## config.mk

```make
export PLATFORM = sky130hd
export DESIGN_NAME = cdb_arbiter
export DESIGN_NICKNAME = d
export VERILOG_FILES = /design/src/rtl/cdb_arbiter.sv
export SDC_FILE = /design/constraint.sdc
export NUM_CORES = 1
export LEC_CHECK = 0
export BUFFER_PORTS_ARGS = -buffer_cell sky130_fd_sc_hd__buf_2
export CORE_ASPECT_RATIO = 0.8
export CORE_MARGIN = 2
export CORE_UTILIZATION = 57
export CTS_CLUSTER_DIAMETER = 150
export DETAILED_ROUTE_END_ITERATION = 12
export PLACE_DENSITY = 0.85
export SLEW_MARGIN = 10
export SYNTH_ARGS = -nofsm -noshare
export SYNTH_HDL_FRONTEND = slang
export SYNTH_SLANG_ARGS = --single-unit
```

## constraint.sdc

```tcl
create_clock -name clk -period 7.5 [get_ports clk]
set_input_delay 0.75 -clock clk [delete_from_list [all_inputs] [get_ports clk]]
set_output_delay 0.75 -clock clk [all_outputs]
set_load 0.05 [all_outputs]
```

## src/rtl/cdb_arbiter.sv

```systemverilog
// cdb_arbiter: producer end of the common data bus.
// Each functional unit parks a finished result (tag + data) in its own
// one-entry capture slot; a round-robin grant broadcasts one slot per cycle
// on cdb_id / cdb_data, which every reservation station snoops.
//
// Ports:
//   clk, rst_n   clock (rising edge), asynchronous active-low reset
//   src_req      per-source request, sampled on the rising edge
//   src_tag      per-source RS tag, source i at [i*TAG_W +: TAG_W]
//   src_data     per-source result, source i at [i*DATA_W +: DATA_W]
//   src_ack      one-cycle pulse: request captured on the previous edge
//   src_full     slot i holds a result not yet broadcast
//   cdb_valid    broadcast valid this cycle
//   cdb_id       broadcast tag (0 when idle)
//   cdb_data     broadcast data (0 when idle)
//   cdb_src      index of the winning source (holds when idle)
//   tag_err      sticky: a request arrived with tag 0
//
// Optional feature (macro CDB_STATS_EN):
//   bcast_cnt    32-bit count of broadcast edges
//   stall_cnt    32-bit count of edges where a nonzero-tag request was refused
//                because its slot was full

module cdb_arbiter #(
    parameter int unsigned NUM_SRC = 4,
    parameter int unsigned TAG_W   = 4,
    parameter int unsigned DATA_W  = 64,
    localparam int unsigned SRC_W  = (NUM_SRC > 1) ? $clog2(NUM_SRC) : 1
) (
    input  logic                      clk,
    input  logic                      rst_n,
    input  logic [NUM_SRC-1:0]        src_req,
    input  logic [TAG_W*NUM_SRC-1:0]  src_tag,
    input  logic [DATA_W*NUM_SRC-1:0] src_data,
    output logic [NUM_SRC-1:0]        src_ack,
    output logic [NUM_SRC-1:0]        src_full,
    output logic                      cdb_valid,
    output logic [TAG_W-1:0]          cdb_id,
    output logic [DATA_W-1:0]         cdb_data,
    output logic [SRC_W-1:0]          cdb_src,
    output logic                      tag_err
`ifdef CDB_STATS_EN
    ,
    output logic [31:0]               bcast_cnt,
    output logic [31:0]               stall_cnt
`endif
);

    logic [NUM_SRC-1:0] slot_vld;
    logic [TAG_W-1:0]   slot_tag  [NUM_SRC];
    logic [DATA_W-1:0]  slot_data [NUM_SRC];
    logic [SRC_W-1:0]   rr_ptr;

    logic               grant_vld_c;
    logic [SRC_W-1:0]   grant_idx_c;
    logic [SRC_W-1:0]   rr_next_c;
    logic [NUM_SRC-1:0] tag_nz_c;
    logic [NUM_SRC-1:0] drain_c;
    logic [NUM_SRC-1:0] accept_c;

    // Round-robin search over the pre-edge slot contents, starting at rr_ptr.
    always_comb begin
        int unsigned idx;
        grant_vld_c = 1'b0;
        grant_idx_c = '0;
        idx         = 0;
        for (int unsigned k = 0; k < NUM_SRC; k++) begin
            idx = (32'(rr_ptr) + k) % NUM_SRC;
            if (!grant_vld_c && slot_vld[SRC_W'(idx)]) begin
                grant_vld_c = 1'b1;
                grant_idx_c = SRC_W'(idx);
            end
        end
    end

    assign rr_next_c = (32'(grant_idx_c) == NUM_SRC - 1) ? '0 : grant_idx_c + 1'b1;

    // A slot accepts when empty, or when it is being drained on this same edge.
    always_comb begin
        tag_nz_c = '0;
        drain_c  = '0;
        accept_c = '0;
        for (int unsigned i = 0; i < NUM_SRC; i++) begin
            tag_nz_c[i] = |src_tag[i*TAG_W +: TAG_W];
            drain_c[i]  = grant_vld_c && (grant_idx_c == SRC_W'(i));
            accept_c[i] = src_req[i] && tag_nz_c[i] && (!slot_vld[i] || drain_c[i]);
        end
    end

    // Slot capture/drain, broadcast register and round-robin pointer.
    always_ff @(posedge clk or negedge rst_n) begin
        if (!rst_n) begin
            slot_vld  <= '0;
            rr_ptr    <= '0;
            src_ack   <= '0;
            cdb_valid <= 1'b0;
            cdb_id    <= '0;
            cdb_data  <= '0;
            cdb_src   <= '0;
            tag_err   <= 1'b0;
            for (int unsigned i = 0; i < NUM_SRC; i++) begin
                slot_tag[i]  <= '0;
                slot_data[i] <= '0;
            end
        end else begin
            src_ack   <= accept_c;
            tag_err   <= tag_err | (|(src_req & ~tag_nz_c));
            cdb_valid <= grant_vld_c;
            if (grant_vld_c) begin
                cdb_id   <= slot_tag[grant_idx_c];
                cdb_data <= slot_data[grant_idx_c];
                cdb_src  <= grant_idx_c;
                rr_ptr   <= rr_next_c;
            end else begin
                cdb_id   <= '0;
                cdb_data <= '0;
            end
            for (int unsigned i = 0; i < NUM_SRC; i++) begin
                if (accept_c[i]) begin
                    slot_vld[i]  <= 1'b1;
                    slot_tag[i]  <= src_tag[i*TAG_W +: TAG_W];
                    slot_data[i] <= src_data[i*DATA_W +: DATA_W];
                end else if (drain_c[i]) begin
                    slot_vld[i]  <= 1'b0;
                end
            end
        end
    end

    assign src_full = slot_vld;

`ifdef CDB_STATS_EN
    logic refuse_c;

    // One stall count per edge with at least one refused nonzero-tag request.
    assign refuse_c = |(src_req & tag_nz_c & ~accept_c);

    always_ff @(posedge clk or negedge rst_n) begin
        if (!rst_n) begin
            bcast_cnt <= '0;
            stall_cnt <= '0;
        end else begin
            if (grant_vld_c) bcast_cnt <= bcast_cnt + 32'd1;
            if (refuse_c)    stall_cnt <= stall_cnt + 32'd1;
        end
    end
`endif

endmodule

```

==> impl_metrics.py, run 1 <==
metrics = {
    "place": {
        "dpl.hpwl_um": 24670,
        "portBuffers": 357,
        "placed_area_sq_mm": 0.01604,
        "pre_cts_ws_ns": 4.252,
        "place_congestion": 0.8151,
    },
    "layout": {
        "drive_gt1_share_pct": 47.59,
        "finish.instance_area_sq_mm": 0.01720,
        "layout_commonest_cell": "buf_2",
        "syn_to_final_growth_pct": 21.88,
        "final_cell_mix": "356 x buf_2, 354 x dfrtp_1, 162 x mux2_2",
        "fin_nets": 1581,
    },
    "drt": {
        "wl_um": 38020,
        "ant_nets": 0,
        "vias_per_cell": 5.993,
        "drt_iter0_drc": 915,
        "via_count": 9906,
        "drt-pass1-iter-count": 8,
        "avgRoutedWirePerCell_um": 23.00,
        "drc": 0,
    },
    "min_path": {
        "worstHoldPathType": "primary input to async pin",
    },
    "grt": {
        "grt_remaining_overflow": 0,
        "grt_pass1_wl_um": 57570,
        "first_global_vias": 10228,
        "track_usage_pct": 28.77,
        "antenna_found_initial": 9,
        "grt_max_degree": 139,
    },
    "sta": {
        "timing.final.crit_period_ns": 3.259,
        "clock_skew_ns": 0.01955,
        "rsz0062_at_grt": "false",
        "hold_viol_final": 0,
        "setup_viol": 0,
        "setup_slack_ns": 4.241,
        "slew_viol_final": 0,
        "worstMarginPinSlew_ns": 0.9918,
        "finalCritPeriodShare_pct": 43.46,
        "tns_ns": 0,
        "fmax_ghz": 0.3068,
        "timing.slew.headroom_pct": 33.27,
        "whs_ns": 0.2485,
    },
    "critical_path": {
        "critical_path.cell_chain": "or2_1 > o21ai_0 > a221oi_4 > ha_1 > nand2b_1 > and2_1 > nand2b_4 > buf_4 > mux2_2",
        "end_kind": "register",
        "cp.required_ns": 7.89,
        "cpLargestDelayFamily": "simple AND/OR/NAND/NOR gates",
        "crit_fanout": 43,
        "arrival_ns": 3.65,
        "startpoint_type": "register",
        "slowest_stage": "buf_4",
        "critPathBufInv": 1,
        "cp_slowest_stage_delay_ns": 0.59,
        "path_class": "register to register",
    },
    "pwr": {
        "p_leak_nw": 8.026,
        "powerDensity_mw_per_mm2": 534.5,
        "vdd_drop_max_mv": 0.3528,
    },
    "yosys": {
        "yosysUniqueCellTypes": 39,
        "ys_ff_latch": 354,
        "netlist_instances": 967,
        "synth_edf_count": 0,
        "synth_area_sq_mm": 0.01411,
        "yosys_warnings": 0,
        "yosys.area.top_type": "dfrtp_1",
        "ys.flop_type": "dfrtp_1",
        "synthArstFlopShare_pct": 100.0,
        "synth_nets": 1246,
        "synthTopCellsByArea": "dfrtp_1 63%, mux2_2 13%, mux2_1 5.5%",
        "postSynthAreaPerCell_sq_um": 14.59,
        "ys_seq_area_share_pct": 62.77,
        "synth_top_area_share_pct": 62.77,
    },
    "clocking": {
        "clock_sinks": 354,
        "max-clock-path-buffers": 3,
        "clk_pin_slew_ns": 0.06,
        "cts-root-buf": "clkbuf_16",
        "cts_hold_buffers": 0,
        "cts_tree": "built",
        "clk_latency_ns": 0.52,
        "cts_buffers": 35,
        "cts_setup_buffers": 0,
        "htree_levels": 2,
        "ctsResizeCount": 0,
    },
    "die": {
        "start_util_pct": 58.05,
        "std_cell_rows": 51,
        "core_sq_mm": 0.02431,
        "die_x_um": 179.9,
        "ios": 358,
        "die_area_sq_mm": 0.02604,
        "die_h_um": 144.7,
    },
    "flow_run": {
        "drv_cap": 0,
    },
    "run_status": {
        "status": "finished clean",
    },
}
-- routing by layer --
| metal | vias to the layer above | GRT usage (%) | share of wire [%] |
|---|---|---|---|
| met2 | 547 | 46.36 | 48 |
| met5 | - | 0 | 0.029 |
| li1 | 4256 | - | - |
| met1 | 5031 | 38.58 | 39 |
| met4 | 2 | 9.542 | 2.5 |
| met3 | 70 | 7.633 | 11 |
-- Yosys cell counts (2+ instances only) --
master	n
a32o_1	9
buf_4	2
a21o_1	2
a222oi_1	68
or4_1	3
nand3_2	2
a221oi_2	2
and2_1	2
nor4_1	2
a21oi_1	4
dfrtp_1	354
a211o_1	2
nand2_1	81
nand2b_1	3
nor2_1	7
buf_2	34
inv_1	7
o21ai_0	15
a22o_1	2
buf_6	13
clkbuf_1	20
mux2_2	162
mux2_1	69
inv_2	3
mux2_4	29
nor2b_1	2
o21ai_1	56
-- worst paths after layout --
kind                                     from             end  slack [ns]  cells after the start
max in group asynchronous               rst_n  slot_data[208]        5.78                      2
min in group clk                src_data[128]   slot_data[64]        0.45                      2
worst max register to register      rr_ptr[0]   slot_data[31]        4.24                      9
worst max-delay path                rr_ptr[0]   slot_data[31]        4.24                      9
worst min-delay path                    rst_n   slot_data[31]        0.25                      1
worst min register to register     cdb_src[0]      cdb_src[0]        0.47                      1
-- power by group --
group | switching [mW] | internal, mW
combinational | 2.48 | 1.52
sequential | 0.540 | 2.92
clock | 0.722 | 1.01
-- kinds of logic after synthesis --
| family | Yosys count | share of synthesized area (%) |
|---|---|---|
| compound gates | 164 | 8.990 |
| fa+ha+maj | 1 | 0.08865 |
| buf+inv | 81 | 3.209 |
| flops | 354 | 62.77 |
| mux | 260 | 21.52 |
| simple gates | 107 | 3.422 |
-- per-stage QoR --
step                      util (%)  power (mW)  cells
after floorplan                  -       6.350    967
after global placement       65.98       7.280   1583
after detailed placement     65.98       7.441   1583
after CTS                    70.66       9.216   1644
after global routing         70.71       9.663   1649
final                        70.75       9.194   1653
-- cell type report --
type	count	area [sq um]
repair buffers	369	1899
diodes	9	22.52
well taps	318	397.9
clock buffers	49	1008
multi-input cells	532	4847
flip-flops and latches	354	8859
clock inverters	12	127.6
fillers	1634	7112
inverters	10	38.79
-- sequential cells by signal, indices dropped and copies added, names as in the netlist --
| register | cells |
|---|---|
| slot_tag | 16 |
| cdb_src | 2 |
| rr_ptr | 2 |
| src_full | 4 |
| cdb_valid | 1 |
| src_ack | 4 |
| cdb_data | 64 |
| cdb_id | 4 |
| tag_err | 1 |
| slot_data | 256 |
No activity file was read; power rests on OpenSTA's default activity.
==> run 2, diff against run 1 <==
Settings changed: CORE_UTILIZATION 57 to 53, PLACE_DENSITY 0.85 to 0.8.
Clock period 7.5 ns to 3.25 ns, I/O delays scaled along.
==> run 2 against run 1 <==
Compared with the run above: power grew 130%; via count shrank 0.79%; register-to-register slack lost 3.7 ns; combinational power grew 130%; critical endpoint is now slot_data[13]; die area grew 7.4%; global-route usage shrank 1.2 points; sequential power grew 130%; clock skew shrank 0.0087 ns; first-iteration DRC count grew 3.1%.
==> impl_metrics.py, run 2 (synthesis gave the netlist of run 1 again) <==
metrics = {
    "drt": {
        "wl_um": 38120,
        "via_count": 9828,
        "drt_iter0_drc": 943,
        "ant_nets": 0,
        "drt-pass1-iter-count": 7,
        "avgRoutedWirePerCell_um": 22.25,
        "vias_per_cell": 5.737,
        "drc": 0,
    },
    "layout": {
        "final_cell_count_no_fill": 1713,
        "fill_cells": 1956,
        "final_cell_mix": "356 x buf_2, 354 x dfrtp_1, 162 x mux2_2",
        "syn_to_final_growth_pct": 23.66,
        "multi_input_comb_area_sq_mm": 0.004847,
        "largest_reg_flops": 256,
        "top_regs": "slot_data: 256 flops, cdb_data: 64 flops, slot_tag: 16 flops",
        "finish.instance_area_sq_mm": 0.01745,
        "layout.area.seq_sq_mm": 0.008859,
        "fin_nets": 1593,
        "drive_gt1_share_pct": 47.91,
        "regMostFlops": "slot_data",
        "layout_commonest_cell": "buf_2",
    },
    "grt": {
        "grt_remaining_overflow": 0,
        "antenna_found_initial": 20,
        "first_global_vias": 10494,
        "track_usage_pct": 27.54,
        "grt_pass1_wl_um": 59020,
        "grt_max_degree": 86,
    },
    "die": {
        "die_area_sq_mm": 0.02796,
        "start_util_pct": 53.88,
        "core_sq_mm": 0.02619,
        "die_x_um": 186.4,
        "ios": 358,
        "die_h_um": 150.0,
        "std_cell_rows": 53,
    },
    "place": {
        "place_congestion": 0.8788,
        "pre_cts_ws_ns": 0.5511,
        "portBuffers": 357,
        "dpl.hpwl_um": 25110,
        "placed_area_sq_mm": 0.01626,
        "placed_cells": 1631,
    },
    "sta": {
        "setup_viol": 0,
        "tns_ns": 0,
        "slew_viol_final": 0,
        "setup_slack_ns": 0.5281,
        "finalCritPeriodShare_pct": 83.75,
        "worstMarginPinSlew_ns": 1.178,
        "fmax_ghz": 0.3674,
        "rsz0062_at_grt": "false",
        "timing.final.crit_period_ns": 2.722,
        "hold_viol_final": 0,
        "whs_ns": 0.01967,
        "clock_skew_ns": 0.01085,
        "timing.slew.headroom_pct": 21.44,
    },
    "clocking": {
        "ctsResizeCount": 0,
        "max-clock-path-buffers": 3,
        "cts_tree": "built",
        "cts_buffers": 36,
        "cts-root-buf": "clkbuf_16",
        "clk_pin_slew_ns": 0.06,
        "clock_sinks": 354,
        "htree_levels": 2,
        "clk_latency_ns": 0.51,
    },
    "flow_run": {
        "drv_cap": 0,
    },
    "critical_path": {
        "arrival_ns": 3.12,
        "startpoint_type": "register",
        "end_kind": "register",
        "path_class": "register to register",
        "cp.required_ns": 3.64,
        "crit_fanout": 27,
    },
    "min_path": {
        "worstHoldPathType": "primary input to register",
    },
    "pwr": {
        "powerDensity_mw_per_mm2": 1218,
        "vdd_drop_max_mv": 0.9760,
        "p_leak_nw": 8.115,
    },
    "run_status": {
        "status": "finished clean",
    },
}
## run 2: cell types whose count changed in the layout (fill, tap and decap cells not counted), sizes merged
cell and change:
buf +9, diode +7, clkinv +4, clkbuf +3, inv -3, bufinv -2, dlygate4sd3 +2, clkinvlp +1
## run 2: critical path: stages (launching register included)
cell      delay, ns
dfrtp_1        0.48
or2_1          0.29
o21ai_0        0.17
a221oi_4       0.12
ha_1           0.22
nand2b_1       0.15
and2_1         0.24
nand2b_4       0.29
buf_12         0.25
mux2_2         0.37
## run 2: area by class of cell
type                            instances  share of cell area [%]
Inverter                               10                  0.2294
Antenna cell                           16                  0.2294
Clock inverter                         12                  0.4015
Sequential cell                       354                   50.76
Multi-Input combinational cell        532                   27.77
Timing Repair Buffer                  380                   11.96
Clock buffer                           52                   6.087
Tap cell                              357                   2.560
## run 2: timing repair
| item | CTS | global route |
|---|---|---|
| buffers inserted | 0 | 0 |
| hold endpoints to repair | 81 | 0 |
| hold buffers | 2 | 0 |
## run 2: final timing paths
kind,start,to,slack (ns),depth (start not counted)
worst max-delay path,rr_ptr[0],slot_data[13],0.53,9
worst min-delay path,src_data[138],slot_data[74],0.02,2
worst max register to register,rr_ptr[0],slot_data[13],0.53,9
worst min register to register,slot_data[209],slot_data[209],0.49,1
max in group asynchronous,rst_n,slot_data[178],1.97,3
min in group asynchronous,rst_n,cdb_data[29],0.43,2
## run 2: power by group
| part | internal (mW) | switching (mW) | total (mW) |
|---|---|---|---|
| registers | 6.74 | 1.23 | 7.97 |
| clock network | 2.28 | 1.68 | 3.96 |
| logic | 3.64 | 5.69 | 9.33 |
## run 2: layer usage
metal	routed length, um	track usage, %
met4	1185	10.68
met3	3579	7.927
met1	15490	36.52
met2	17790	43.30
met5	78	0
## run 2: metrics by stage
| stage | utilization [%] | total power, mW |
|---|---|---|
| floorplan | - | 14.65 |
| global placement | 62.07 | 16.98 |
| detailed placement | 62.07 | 17.33 |
| CTS | 66.47 | 21.37 |
| global route | 66.55 | 22.46 |
| finish | 66.63 | 21.26 |
